**config.mk**
```make
export PLATFORM = sky130hd
export DESIGN_NAME = craps_game_ctrl
export DESIGN_NICKNAME = d
export VERILOG_FILES = /design/src/rtl/craps_game_ctrl.sv
export SDC_FILE = /design/constraint.sdc
export NUM_CORES = 1
export LEC_CHECK = 0
export BUFFER_PORTS_ARGS = -buffer_cell sky130_fd_sc_hd__buf_2
export CORE_ASPECT_RATIO = 1.2
export CORE_MARGIN = 2
export CORE_UTILIZATION = 40
export DETAILED_ROUTE_END_ITERATION = 6
export GPL_ROUTABILITY_DRIVEN = 0
export PLACE_DENSITY = 0.69
export RECOVER_POWER = 50
export SKIP_CTS_REPAIR_TIMING = 1
export SYNTH_ARGS = -nofsm -noshare
export SYNTH_HDL_FRONTEND = slang
export SYNTH_SLANG_ARGS = --single-unit
export TNS_END_PERCENT = 50
```
**constraint.sdc**
```tcl
create_clock -name clock -period 3.6 [get_ports clock]
set_input_delay 0.36 -clock clock [delete_from_list [all_inputs] [get_ports clock]]
set_output_delay 0.36 -clock clock [all_outputs]
set_load 0.005 [all_outputs]
```
**src/rtl/craps_game_ctrl.sv**
```systemverilog
// Craps game sequencer: roll button -> roll_en, settle wait, sum evaluation, win/lose/point status.
// Define CRAPS_DEBOUNCE_EN to insert a counter debouncer after the button synchronizer.
module craps_game_ctrl #(
    parameter int SETTLE_CYCLES   = 3,
    parameter int MIN_ROLL_CYCLES = 4,
    parameter int DEBOUNCE_CYCLES = 16
) (
    input  logic       clock,
    input  logic       reset,
    input  logic       roll_btn,
    input  logic [3:0] sum,
    output logic       roll_en,
    output logic       sp,
    output logic [3:0] point,
    output logic       point_valid,
    output logic       win,
    output logic       lose,
    output logic       bad_sum,
    output logic [7:0] roll_count
);

    localparam int CW = 8;

    typedef enum logic [2:0] {
        IDLE, ROLLING, SETTLE, EVAL, POINT_WAIT, WIN, LOSE
    } state_t;

    state_t          state, state_nxt;
    logic            sync1, sync2, btn_lvl, btn_prev, press;
    logic [CW-1:0]   cnt;
    logic            comeout;
    logic            sum_ok, natural, craps, hit_point, seven;

    always_ff @(posedge clock or negedge reset) begin
        if (!reset) begin
            sync1 <= 1'b0;
            sync2 <= 1'b0;
        end else begin
            sync1 <= roll_btn;
            sync2 <= sync1;
        end
    end

`ifdef CRAPS_DEBOUNCE_EN
    localparam int DBW = $clog2(DEBOUNCE_CYCLES + 1);
    logic [DBW-1:0] db_cnt;
    logic           db_level;

    // Level flips only after DEBOUNCE_CYCLES consecutive cycles disagreeing with it.
    always_ff @(posedge clock or negedge reset) begin
        if (!reset) begin
            db_cnt   <= '0;
            db_level <= 1'b0;
        end else if (sync2 == db_level) begin
            db_cnt   <= '0;
        end else if (db_cnt == DBW'(DEBOUNCE_CYCLES - 1)) begin
            db_cnt   <= '0;
            db_level <= sync2;
        end else begin
            db_cnt   <= db_cnt + 1'b1;
        end
    end
    assign btn_lvl = db_level;
`else
    assign btn_lvl = sync2;
`endif

    always_ff @(posedge clock or negedge reset) begin
        if (!reset) btn_prev <= 1'b0;
        else        btn_prev <= btn_lvl;
    end
    assign press = btn_lvl & ~btn_prev;

    assign sum_ok    = (sum >= 4'd2) && (sum <= 4'd12);
    assign natural   = (sum == 4'd7) || (sum == 4'd11);
    assign craps     = (sum == 4'd2) || (sum == 4'd3) || (sum == 4'd12);
    assign hit_point = (sum == point);
    assign seven     = (sum == 4'd7);

    // State register
    always_ff @(posedge clock or negedge reset) begin
        if (!reset) state <= IDLE;
        else        state <= state_nxt;
    end

    // Next-state logic
    always_comb begin
        state_nxt = state;
        case (state)
            IDLE, POINT_WAIT, WIN, LOSE: if (press) state_nxt = ROLLING;
            ROLLING: if (cnt <= CW'(1) && !btn_lvl) state_nxt = SETTLE;
            SETTLE:  if (cnt <= CW'(1)) state_nxt = EVAL;
            EVAL: begin
                if (!sum_ok)         state_nxt = comeout ? IDLE : POINT_WAIT;
                else if (comeout) begin
                    if (natural)     state_nxt = WIN;
                    else if (craps)  state_nxt = LOSE;
                    else             state_nxt = POINT_WAIT;
                end else begin
                    if (hit_point)   state_nxt = WIN;
                    else if (seven)  state_nxt = LOSE;
                    else             state_nxt = POINT_WAIT;
                end
            end
            default: state_nxt = IDLE;
        endcase
    end

    // Output logic
    always_comb begin
        roll_en = (state == ROLLING);
        sp      = (state == EVAL) && sum_ok && comeout && !natural && !craps;
        bad_sum = (state == EVAL) && !sum_ok;
    end

    // Counter holds its value for one cycle per count, so ROLLING/SETTLE last exactly the loaded count.
    always_ff @(posedge clock or negedge reset) begin
        if (!reset)
            cnt <= '0;
        else if (state != ROLLING && state_nxt == ROLLING)
            cnt <= CW'(MIN_ROLL_CYCLES);
        else if (state == ROLLING && state_nxt == SETTLE)
            cnt <= CW'(SETTLE_CYCLES);
        else if (cnt != '0)
            cnt <= cnt - 1'b1;
    end

    always_ff @(posedge clock or negedge reset) begin
        if (!reset) begin
            comeout     <= 1'b1;
            point       <= '0;
            point_valid <= 1'b0;
            win         <= 1'b0;
            lose        <= 1'b0;
            roll_count  <= '0;
        end else if (press && (state == WIN || state == LOSE)) begin
            comeout     <= 1'b1;
            point       <= '0;
            point_valid <= 1'b0;
            win         <= 1'b0;
            lose        <= 1'b0;
            roll_count  <= '0;
        end else if (state == EVAL && sum_ok) begin
            if (roll_count != 8'hFF) roll_count <= roll_count + 1'b1;
            if (comeout) begin
                if (natural)    win  <= 1'b1;
                else if (craps) lose <= 1'b1;
                else begin
                    point       <= sum;
                    point_valid <= 1'b1;
                    comeout     <= 1'b0;
                end
            end else if (hit_point) begin
                win     <= 1'b1;
                comeout <= 1'b1;
            end else if (seven) begin
                lose    <= 1'b1;
                comeout <= 1'b1;
            end
        end
    end

endmodule

```
## Yosys cells after proc, flatten, opt, wreduce, memory -nomap -nowiden

Index checks and enable logic that the tools add are counted.

| cells by class | value |
|---|---|
| $add $sub $neg | 2 |
| magnitude comparators | 3 |
| equality and inequality tests | 22 |
| multiplexer cells | 46 |
| bitwise gates (word level) | 2 |
| reductions and logical operators | 31 |

Operators by type and width:

| operator | number |
|---|---|
| 2-to-1 mux 8 bit | 6 |
| 2-to-1 mux 1 bit | 24 |
| 2-to-1 mux 4 bit | 5 |
| 2-to-1 mux 3 bit | 6 |
| one-hot mux 3 bit (4 select lines) | 1 |
| logical AND 1 bit | 10 |
| equality test 3 x 2 -> 1 bit (second input constant) | 3 |
| equality test 3 bit (second input constant) | 3 |
| inequality test 3 x 1 -> 1 bit (second input constant) | 3 |
| nonzero test 3 bit | 3 |
| adder 8 x 1 -> 8 bit (second input constant) | 1 |
| equality test 4 x 2 -> 1 bit (second input constant) | 2 |
| equality test 4 bit (second input constant) | 2 |
| less-or-equal comparator 8 x 1 -> 1 bit (second input constant) | 1 |
| 2-to-1 mux 2 bit | 4 |
| inequality test 8 bit (second input constant) | 1 |
| nonzero test 8 bit | 1 |
| subtractor 8 x 1 -> 8 bit (second input constant) | 1 |
| equality test 3 x 1 -> 1 bit (second input constant) | 2 |
| inequality test 3 x 2 -> 1 bit (second input constant) | 2 |
| nonzero test 2 bit | 3 |
| AND reduction 5 bit | 1 |
| equality test 4 x 3 -> 1 bit (second input constant) | 1 |
| equality test 4 bit | 1 |
| 12 further kinds | 19 |

| word-level totals | value |
|---|---|
| register bits | 30 |
| bits of input ports | 7 |

## Logic depth before layout (Yosys ltp)

Gate-level depths: netlist of run 1.

| logic depth | value |
|---|---|
| depth in word-level cells | 12 |
| depth in mapped cells | 7 |

## Worst setup path before layout of run 1

OpenSTA, ideal clock, no wires.

| path | value |
|---|---|
| kind | input to register |
| from | in sum[0] |
| to | reg roll_count[5] |
| setup time | 0.079 ns |
| data arrival time | 2.078 ns |
| path slack | 1.443 ns |
| stages | 7 |
| buffers on the path | 2 |
| cell sequence | buf_2 o211ai_2 or3b_1 buf_6 or4_4 or3_1 a21oi_1 |

| between the ends | value |
|---|---|
| word-level cells in the longest chain between the ends | 5 |

Ends and longest elaborated chain:

| item | RTL line | text |
|---|---|---|
| from (decl) | 11 | `input logic [3:0] sum,` |
| greater-or-equal comparator 4 x 2 -> 1 bit or less-or-equal comparator 4 bit (tied branches) | 74 | `assign sum_ok = (sum >= 4'd2) && (sum <= 4'd12);` |
| logical AND 1 bit (*) | 74 |  |
| logical AND 1 bit (*) | 143 | `end else if (state == EVAL && sum_ok) begin` |
| nonzero test 2 bit (no source line) (*) | -- |  |
| AND reduction 2 bit (no source line) (*) | -- |  |
| to (signal assigned) | 144 | `if (roll_count != 8'hFF) roll_count <= roll_count + 1'b1;` |
| to (decl) | 19 | `output logic [7:0] roll_count` |

Mark *: on every way between the ends. The rest lies on a longest branch, timed or not.
A chain may end at the register's enable or synchronous reset.

## Worst setup path in the final report of run 1

| path | value |
|---|---|
| from | reg state[2] |
| to | out sp |

| between the ends | value |
|---|---|
| word-level cells in the longest chain between the ends | 5 |

Ends and longest elaborated chain:

| item | RTL line | text |
|---|---|---|
| from (decl) | 28 | `state_t state, state_nxt;` |
| from (signal assigned) | 83 | `else state <= state_nxt;` |
| equality test 3 x 2 -> 1 bit | 112 | `sp = (state == EVAL) && sum_ok && comeout && !natural && !craps;` |
| logical AND 1 bit (4 in a row) | 112 |  |
| to (decl) | 13 | `output logic sp,` |

Every way passes these cells.

==> out/qor.csv, run 1 <==
stage,metric,value,unit
status,outcome,"complete, but fails checks",
status,violations,"capacitance limit, slew limit",
placed_design,io_buffers,24,
die,fp.dieArea,4980,sq um
routing,vias_per_cell,5.23,
synthesis,synth.cell_area,1770,sq um
power,power_density,758,nW/um^2
placed_design,place_inst,263,
synthesis,synth-xor-area-share,5.44,%
finish,layoutNonFillerInstCount,271,
worst_setup_path,critical_r2r_launch,state[2],
timing,tightest_slew,1.60,ns
timing,finalSetupTns,0,ns
placed_design,post-dp-hpwl,2410,microns
cts,cts_max_level,2,
die,floorplan.initialDensity,41.5,%
synthesis,synth_compound_gate_area_share,15.7,%
routing,met1Wirelength,1620,microns
cts,cts.root.buffer_cell,clkbuf_8,
die,rows,26,
worst_setup_path,start_kind,flop,
timing,final-max-slew-violation-count,31,
timing,timing.final.crit_share,70.3,%
synthesis,share_of_synthesized_cell_area_in_and_or_nand_and_nor_gates,25.0,%
routing,top_signal_layer_used,met4,
finish,insertedDiodeCount,0,
cts,worstSkewPairLatency,0.28,ns
routing,detail_route.wirelength,3480,microns
timing,timing.fmax,395,MHz
routing,vias,1418,
timing,grt_setup_unrepaired,no,
hold_path,min_path_cells,1,
timing,report.final.hold_viol_count,0,
synthesis,synth.mux.area_fraction,2.90,%
worst_setup_path,ff_to_ff_end,roll_count[5],
cts,clock_tree.buffer_depth,2,
worst_setup_path,crit_path_max_fanout,11,
power,worst_ir_drop_vdd,0.000303,V
power,leakagePower,0.876,nW
synthesis,synth_fp_nets,204,
synthesis,yosys-top-cells-count,"29 x dfrtp_1, 21 x nor2_1, 20 x nand2_1",
worst_setup_path,worst_ep_required_time,3.24,ns
synthesis,post-synth-top-area-fraction,41.0,%
flow_run,cap_viol_max_count,1,
worst_setup_path,setup.reg_to_reg.worst_slack,1.28,ns
worst_setup_path,cp-end-kind,output pin,
routing,drc_violation_total_after_the_first_tritonroute_iteration,98,
timing,final-setup-viol-count,0,
die,chipHeight,76.9,microns
synthesis,synth_adder_area_share,2.83,%
routing,detailed_route_wirelength_on_metal3,99,microns
hold_path,worst_hold_path.endpoint,sync1,
global_route,number_of_antenna_violations_at_the_first_check_in_global_routing,0,
synthesis,synth.avg_cell_area,9.17,sq um
hold_path,timing.hold.worst.class,in -> reg,
power,post-layout-total-power,0.00150,W
timing,period_minus_slack,2.53,ns
synthesis,ys_seq_area_share,42.5,%
routing,drc,0,
finish,final_layout_size_suffix_gt1_share,17.7,%
synthesis,ys.warnings.count,0,
timing,minimum_hold_slack,0.181,ns
die,core_area,4260,sq um
worst_setup_path,critical_path_data_arrival_time,2.17,ns
worst_setup_path,crit_start,state[2],
synthesis,netlist.top_cell.by_area,dfrtp_1,
synthesis,ys_seq_elements,30,
finish,fillers,441,
routing,detailed_route_wire_length_per_cell,12.8,microns
timing,worst_clock_skew,0.00567,ns
global_route,global_route_wire_length_before_repair,6050,microns
die,ioPinCount,25,
finish,finalNetCount,225,
cts,cts_tree,built,
synthesis,gate_count_post_synth,193,
global_route,grt-ovfl-total,0,
global_route,number_of_global_route_vias_before_repair,1326,
global_route,grtUsageTotal,15.6,%
synthesis,synth_enable_flop_cells,0,
worst_setup_path,r2r.worst_path.cells,5,
synthesis,dominantRegCellSynth,dfrtp_1,
die,dieWidth,64.7,microns
hold_path,worstHoldStart,roll_btn,
synthesis,synthTopCellsByArea,"dfrtp_1 41%, xnor2_1 4.9%, nor2_1 4.5%, nand2_1 4.2%, a21oi_1 4.0%",
synthesis,synth-async-reset-ratio,100,%
finish,area_growth,11.5,%
cts,clock_sink_count,30,
synthesis,yosysMostFrequentCell,dfrtp_1,
routing,met2RoutedLength,1680,microns
cts,cts_made_buffers,5,
worst_setup_path,setup.worst_path.class,reg -> out,
synthesis,post_synth_cell_types,47,
synthesis,combinational_family_with_the_most_area_after_synthesis,simple AND/OR/NAND/NOR gates,
routing,detail_route.first_pass.iterations,4,
timing,timing.slew.headroom,-6.84,%
cts,clk_pin_slew_worst_paths,0.07,ns
global_route,largest_net_degree_at_the_start_of_global_routing,31,
routing,postRouteAntennaNets,0,
## kinds of logic after synthesis
kind of cell,after synthesis
xor gates and xnor gates,11
DFF,30
muxes,5
adders and majority gates,4
AOI/OAI and AO/OA,42
and+or+nand+nor,82
buffers and inverters,19
## stage by stage
stage	util (%)	cell area, sq um	setup slack (ns)
4_1_cts	46.7	1990	1.08
2_1_floorplan	-	1770	1.44
6_report	46.3	1970	1.07
5_1_grt	46.3	1970	0.915
3_5_place_dp	44.5	1890	1.27
3_3_place_gp	44.5	1890	1.31
## layout by cell type, fill, tap and decap left out, types with 3 or more instances in the layout
cell / instances
a21oi_1: 14
and3_1: 3
buf_2: 22
clkbuf_8: 6
dfrtp_1: 29
ha_1: 4
inv_1: 9
mux2i_1: 4
nand2_1: 20
nand2b_1: 6
nand3_1: 4
nand3b_1: 4
nor2_1: 21
nor3_1: 3
o21ai_0: 13
or3_1: 3
xnor2_1: 10
## cell type report
class	count	area, sq um	area share [%]
clock buffer	6	82.6	4.18
clock inverter	2	12.5	0.634
inverter	9	33.8	1.71
multi-input combinational	144	906	45.9
sequential	30	752	38.1
tap	56	70.1	3.55
timing repair buffer	24	118	5.96
## worst max-delay path, stage by stage (launching register included)
cell and delay (ns):
dfrtp_1 0.46, nand2b_1 0.22, or3_1 0.40, a21oi_1 0.57, buf_2 0.23
## state kept, by name (all words and copies together) (netlist names)
| register | flops |
|---|---|
| comeout | 1 |
| point_valid | 1 |
| lose | 1 |
| sync1 | 1 |
| cnt | 8 |
| point | 4 |
| roll_count | 8 |
| state | 3 |
| win | 1 |
| btn_prev | 1 |
| btn_lvl | 1 |
## per-layer routing
| layer | track usage (%) | up-vias |
|---|---|---|
| met5 | 0 | - |
| met4 | 8.51 | 0 |
| met3 | 3.67 | 6 |
| met2 | 24.8 | 16 |
| met1 | 19.4 | 683 |
| li1 | - | 713 |
## worst max path at each step
stage	end	slack [ns]
final	sp	1.07
after global routing	sp	0.92
after CTS	sp	1.08
after detailed placement	roll_count[7]	1.27
after global placement	roll_count[5]	1.31
after floorplan	roll_count[5]	1.44
## report_power, final
group | leakage, nW | internal (W) | switching [W] | total (W)
Sequential | 0.381 | 0.000465 | 0.000146 | 0.000612
Combinational | 0.448 | 0.000282 | 0.000316 | 0.000598
Clock | 0.0472 | 0.000153 | 0.000133 | 0.000286
Power figures use the tool's default switching activity.
==> run 2, diff against run 1 <==
==> constraint.sdc (replaced) <==
create_clock -name clock -period 2.45 [get_ports clock]
set_input_delay 0.245 -clock clock [delete_from_list [all_inputs] [get_ports clock]]
set_output_delay 0.245 -clock clock [all_outputs]
set_load 0.005 [all_outputs]
==> out/qor.csv, run 2 (same netlist as run 1, synthesis figures left out) <==
stage,metric,value,unit,change
power,leakagePower,0.930,nW,+6.1%
timing,worst_clock_skew,0.00559,ns,-0.0000821 ns
finish,final_layout_size_suffix_gt1_share,20.1,%,+2.4 points
cts,worstSkewPairLatency,0.28,ns,about the same
timing,finalSetupTns,0,ns,unchanged
global_route,grt-busiest-layer,met2,,
cts,clk_pin_slew_worst_paths,0.06,ns,about the same
timing,timing.final.crit_share,93.4,%,
finish,fillers,431,,-2.3%
timing,timing.fmax,437,MHz,
worst_setup_path,r2r.worst_path.cells,5,,unchanged
power,pwr-share-seq,37.8,%,-3.1 points
placed_design,io_buffers,24,,unchanged
power,p_clk_share,18.1,%,-1.0 points
timing,period_minus_slack,2.29,ns,
cts,clock_tree.buffer_depth,2,,unchanged
die,dieWidth,64.7,microns,unchanged
status,outcome,"complete, but fails checks",,
die,core_area,4260,sq um,unchanged
hold_path,min_path_cells,1,,unchanged
routing,detail_route.first_pass.iterations,4,,unchanged
power,switchingPower,0.000887,W,+49%
die,floorplan.initialDensity,41.5,%,unchanged
timing,final-setup-viol-count,0,,unchanged
finish,layout_common_cells,"29 x dfrtp_1, 21 x nor2_1, 20 x nand2_1, 20 x buf_2, 14 x a21oi_1",,
timing,tightest_slew,1.58,ns,-0.0233 ns
finish,area_growth,15.9,%,
global_route,grt-ovfl-total,0,,unchanged
global_route,global_route.usage.met1,18.4,%,-0.93 points
worst_setup_path,ff_to_ff_end,cnt[2],,
power,comb_power_share,44.1,%,+4.1 points
global_route,global_route_wire_length_before_repair,6240,microns,+3.2%
routing,drc_violation_total_after_the_first_tritonroute_iteration,86,,-12%
finish,insertedDiodeCount,0,,unchanged
die,fp.dieArea,4980,sq um,unchanged
finish,postLayoutCoreUtil,48.2,%,+1.8 points
routing,detailed_route_wire_length_per_cell,12.5,microns,-2.5%
die,chipHeight,76.9,microns,unchanged
cts,clock_sink_count,30,,unchanged
timing,report.final.hold_viol_count,0,,unchanged
cts,cts_tree,built,,
placed_design,dpl_cell_area,1960,sq um,+3.6%
worst_setup_path,setup.reg_to_reg.worst_slack,0.16,ns,-1.12 ns
cts,cts.root.buffer_cell,clkbuf_8,,
global_route,groute.layer.met3.usage,2.20,%,-1.5 points
global_route,grtUsageTotal,15.8,%,+0.19 points
die,rows,26,,unchanged
hold_path,timing.hold.worst.class,in -> reg,,
global_route,largest_net_degree_at_the_start_of_global_routing,31,,unchanged
routing,vias,1428,,+0.71%
cts,cts_made_buffers,5,,unchanged
power,internal-power,0.00138,W,+53%
hold_path,worstHoldStart,roll_btn,,
global_route,number_of_antenna_violations_at_the_first_check_in_global_routing,0,,unchanged
hold_path,worst_hold_path.endpoint,sync1,,
finish,reg_top3,"cnt (8), roll_count (8), point (4)",,
routing,vias_per_cell,5.10,,-2.5%
global_route,grt_met2_use,27.9,%,+3.1 points
timing,grt_setup_unrepaired,no,,
placed_design,post-dp-hpwl,2530,microns,+4.9%
worst_setup_path,start_kind,flop,,
worst_setup_path,crit_path_max_fanout,8,,-3
global_route,number_of_global_route_vias_before_repair,1425,,+7.5%
worst_setup_path,critical_r2r_launch,cnt[5],,
worst_setup_path,critical_path_data_arrival_time,2.49,ns,+0.32 ns
power,worst_ir_drop_vdd,0.000441,V,+46%
routing,drc,0,,unchanged
power,power_density,1100,nW/um^2,+46%
routing,postRouteAntennaNets,0,,unchanged
die,ioPinCount,25,,unchanged
finish,leading_cell_type_in_the_layout_fill_and_taps_excluded,dfrtp_1,,
timing,final-max-slew-violation-count,31,,unchanged
worst_setup_path,cp-end-kind,flop,,
flow_run,cap_viol_max_count,1,,unchanged
cts,cts_max_level,2,,unchanged
finish,fin_area,2050,sq um,+3.9%
routing,detail_route.wirelength,3510,microns,+0.78%
power,power.share.switching,39.2,%,-0.64 points
timing,timing.slew.headroom,-5.29,%,+1.6 points
worst_setup_path,setup.worst_path.class,reg -> reg,,
status,violations,"capacitance limit, slew limit",,
worst_setup_path,worst_ep_required_time,2.66,ns,-0.58 ns
finish,finalNetCount,234,,+4.0%
==> run 2: changes by cell type in the layout (fill, tap and decap cells not counted) <==
cell / change
dfstp_2: -1
dfstp_1: +1
buf_4: +9
clkbuf_1: +2
nand3b_1: -1
buf_2: -2
nand3b_4: +1
==> run 2: power by group through the flow <==
stage	Clock, W	Combinational (W)	Sequential, W
final	0.000409	0.00100	0.000856
after global routing	0.000440	0.00114	0.000888
after CTS	0.000424	0.00102	0.000859
after detailed placement	0	0.00101	0.000867
after global placement	0	0.000985	0.000863
after floorplan	0	0.000731	0.000832
==> run 2: worst max path at each step <==
stage                        start            end  slack, ns  cells after the start
after global routing        cnt[5]         cnt[2]       0.08                      5
after floorplan           state[2]  roll_count[5]       0.31                      7
after detailed placement    cnt[5]         cnt[2]       0.15                      5
after global placement      cnt[5]         cnt[2]       0.18                      5
after CTS                   cnt[5]         cnt[2]       0.15                      5
final                       cnt[5]         cnt[2]       0.16                      5
==> run 2: stage by stage <==
step           total power, W  worst slack [ns]  instances  hold slack [ns]
6_report              0.00227             0.161        280           0.0727
5_1_grt               0.00247            0.0764        280           0.0651
4_1_cts               0.00230             0.147        280           0.0163
3_5_place_dp          0.00188             0.149        272            0.323
3_3_place_gp          0.00185             0.185        272            0.313
2_1_floorplan         0.00156             0.312        193          -0.0506
==> run 2: routing by layer <==
metal / wire, microns / vias to the layer above
met2: 1710 / 15
li1: - / 733
met1: 1640 / 674
met3: 73 / 6
met5: 0 / -
met4: 74 / 0
==> run 2: worst max-delay path, stage by stage (launching register included) <==
cell and delay [ns]:
dfrtp_1 0.43, or4_1 0.58, o311a_1 0.30, a221o_1 0.31, a211oi_4 0.43, o21bai_1 0.17
==> run 2: final cells by class <==
cell class                 count  area, sq um  share of cell area, %
clock buffer                   6         82.6                   4.02
inverter                       9         33.8                   1.65
multi-input combinational    144          918                   44.8
sequential                    30          752                   36.6
timing repair buffer          33          183                   8.90
tap                           56         70.1                   3.41
clock inverter                 2         12.5                  0.610
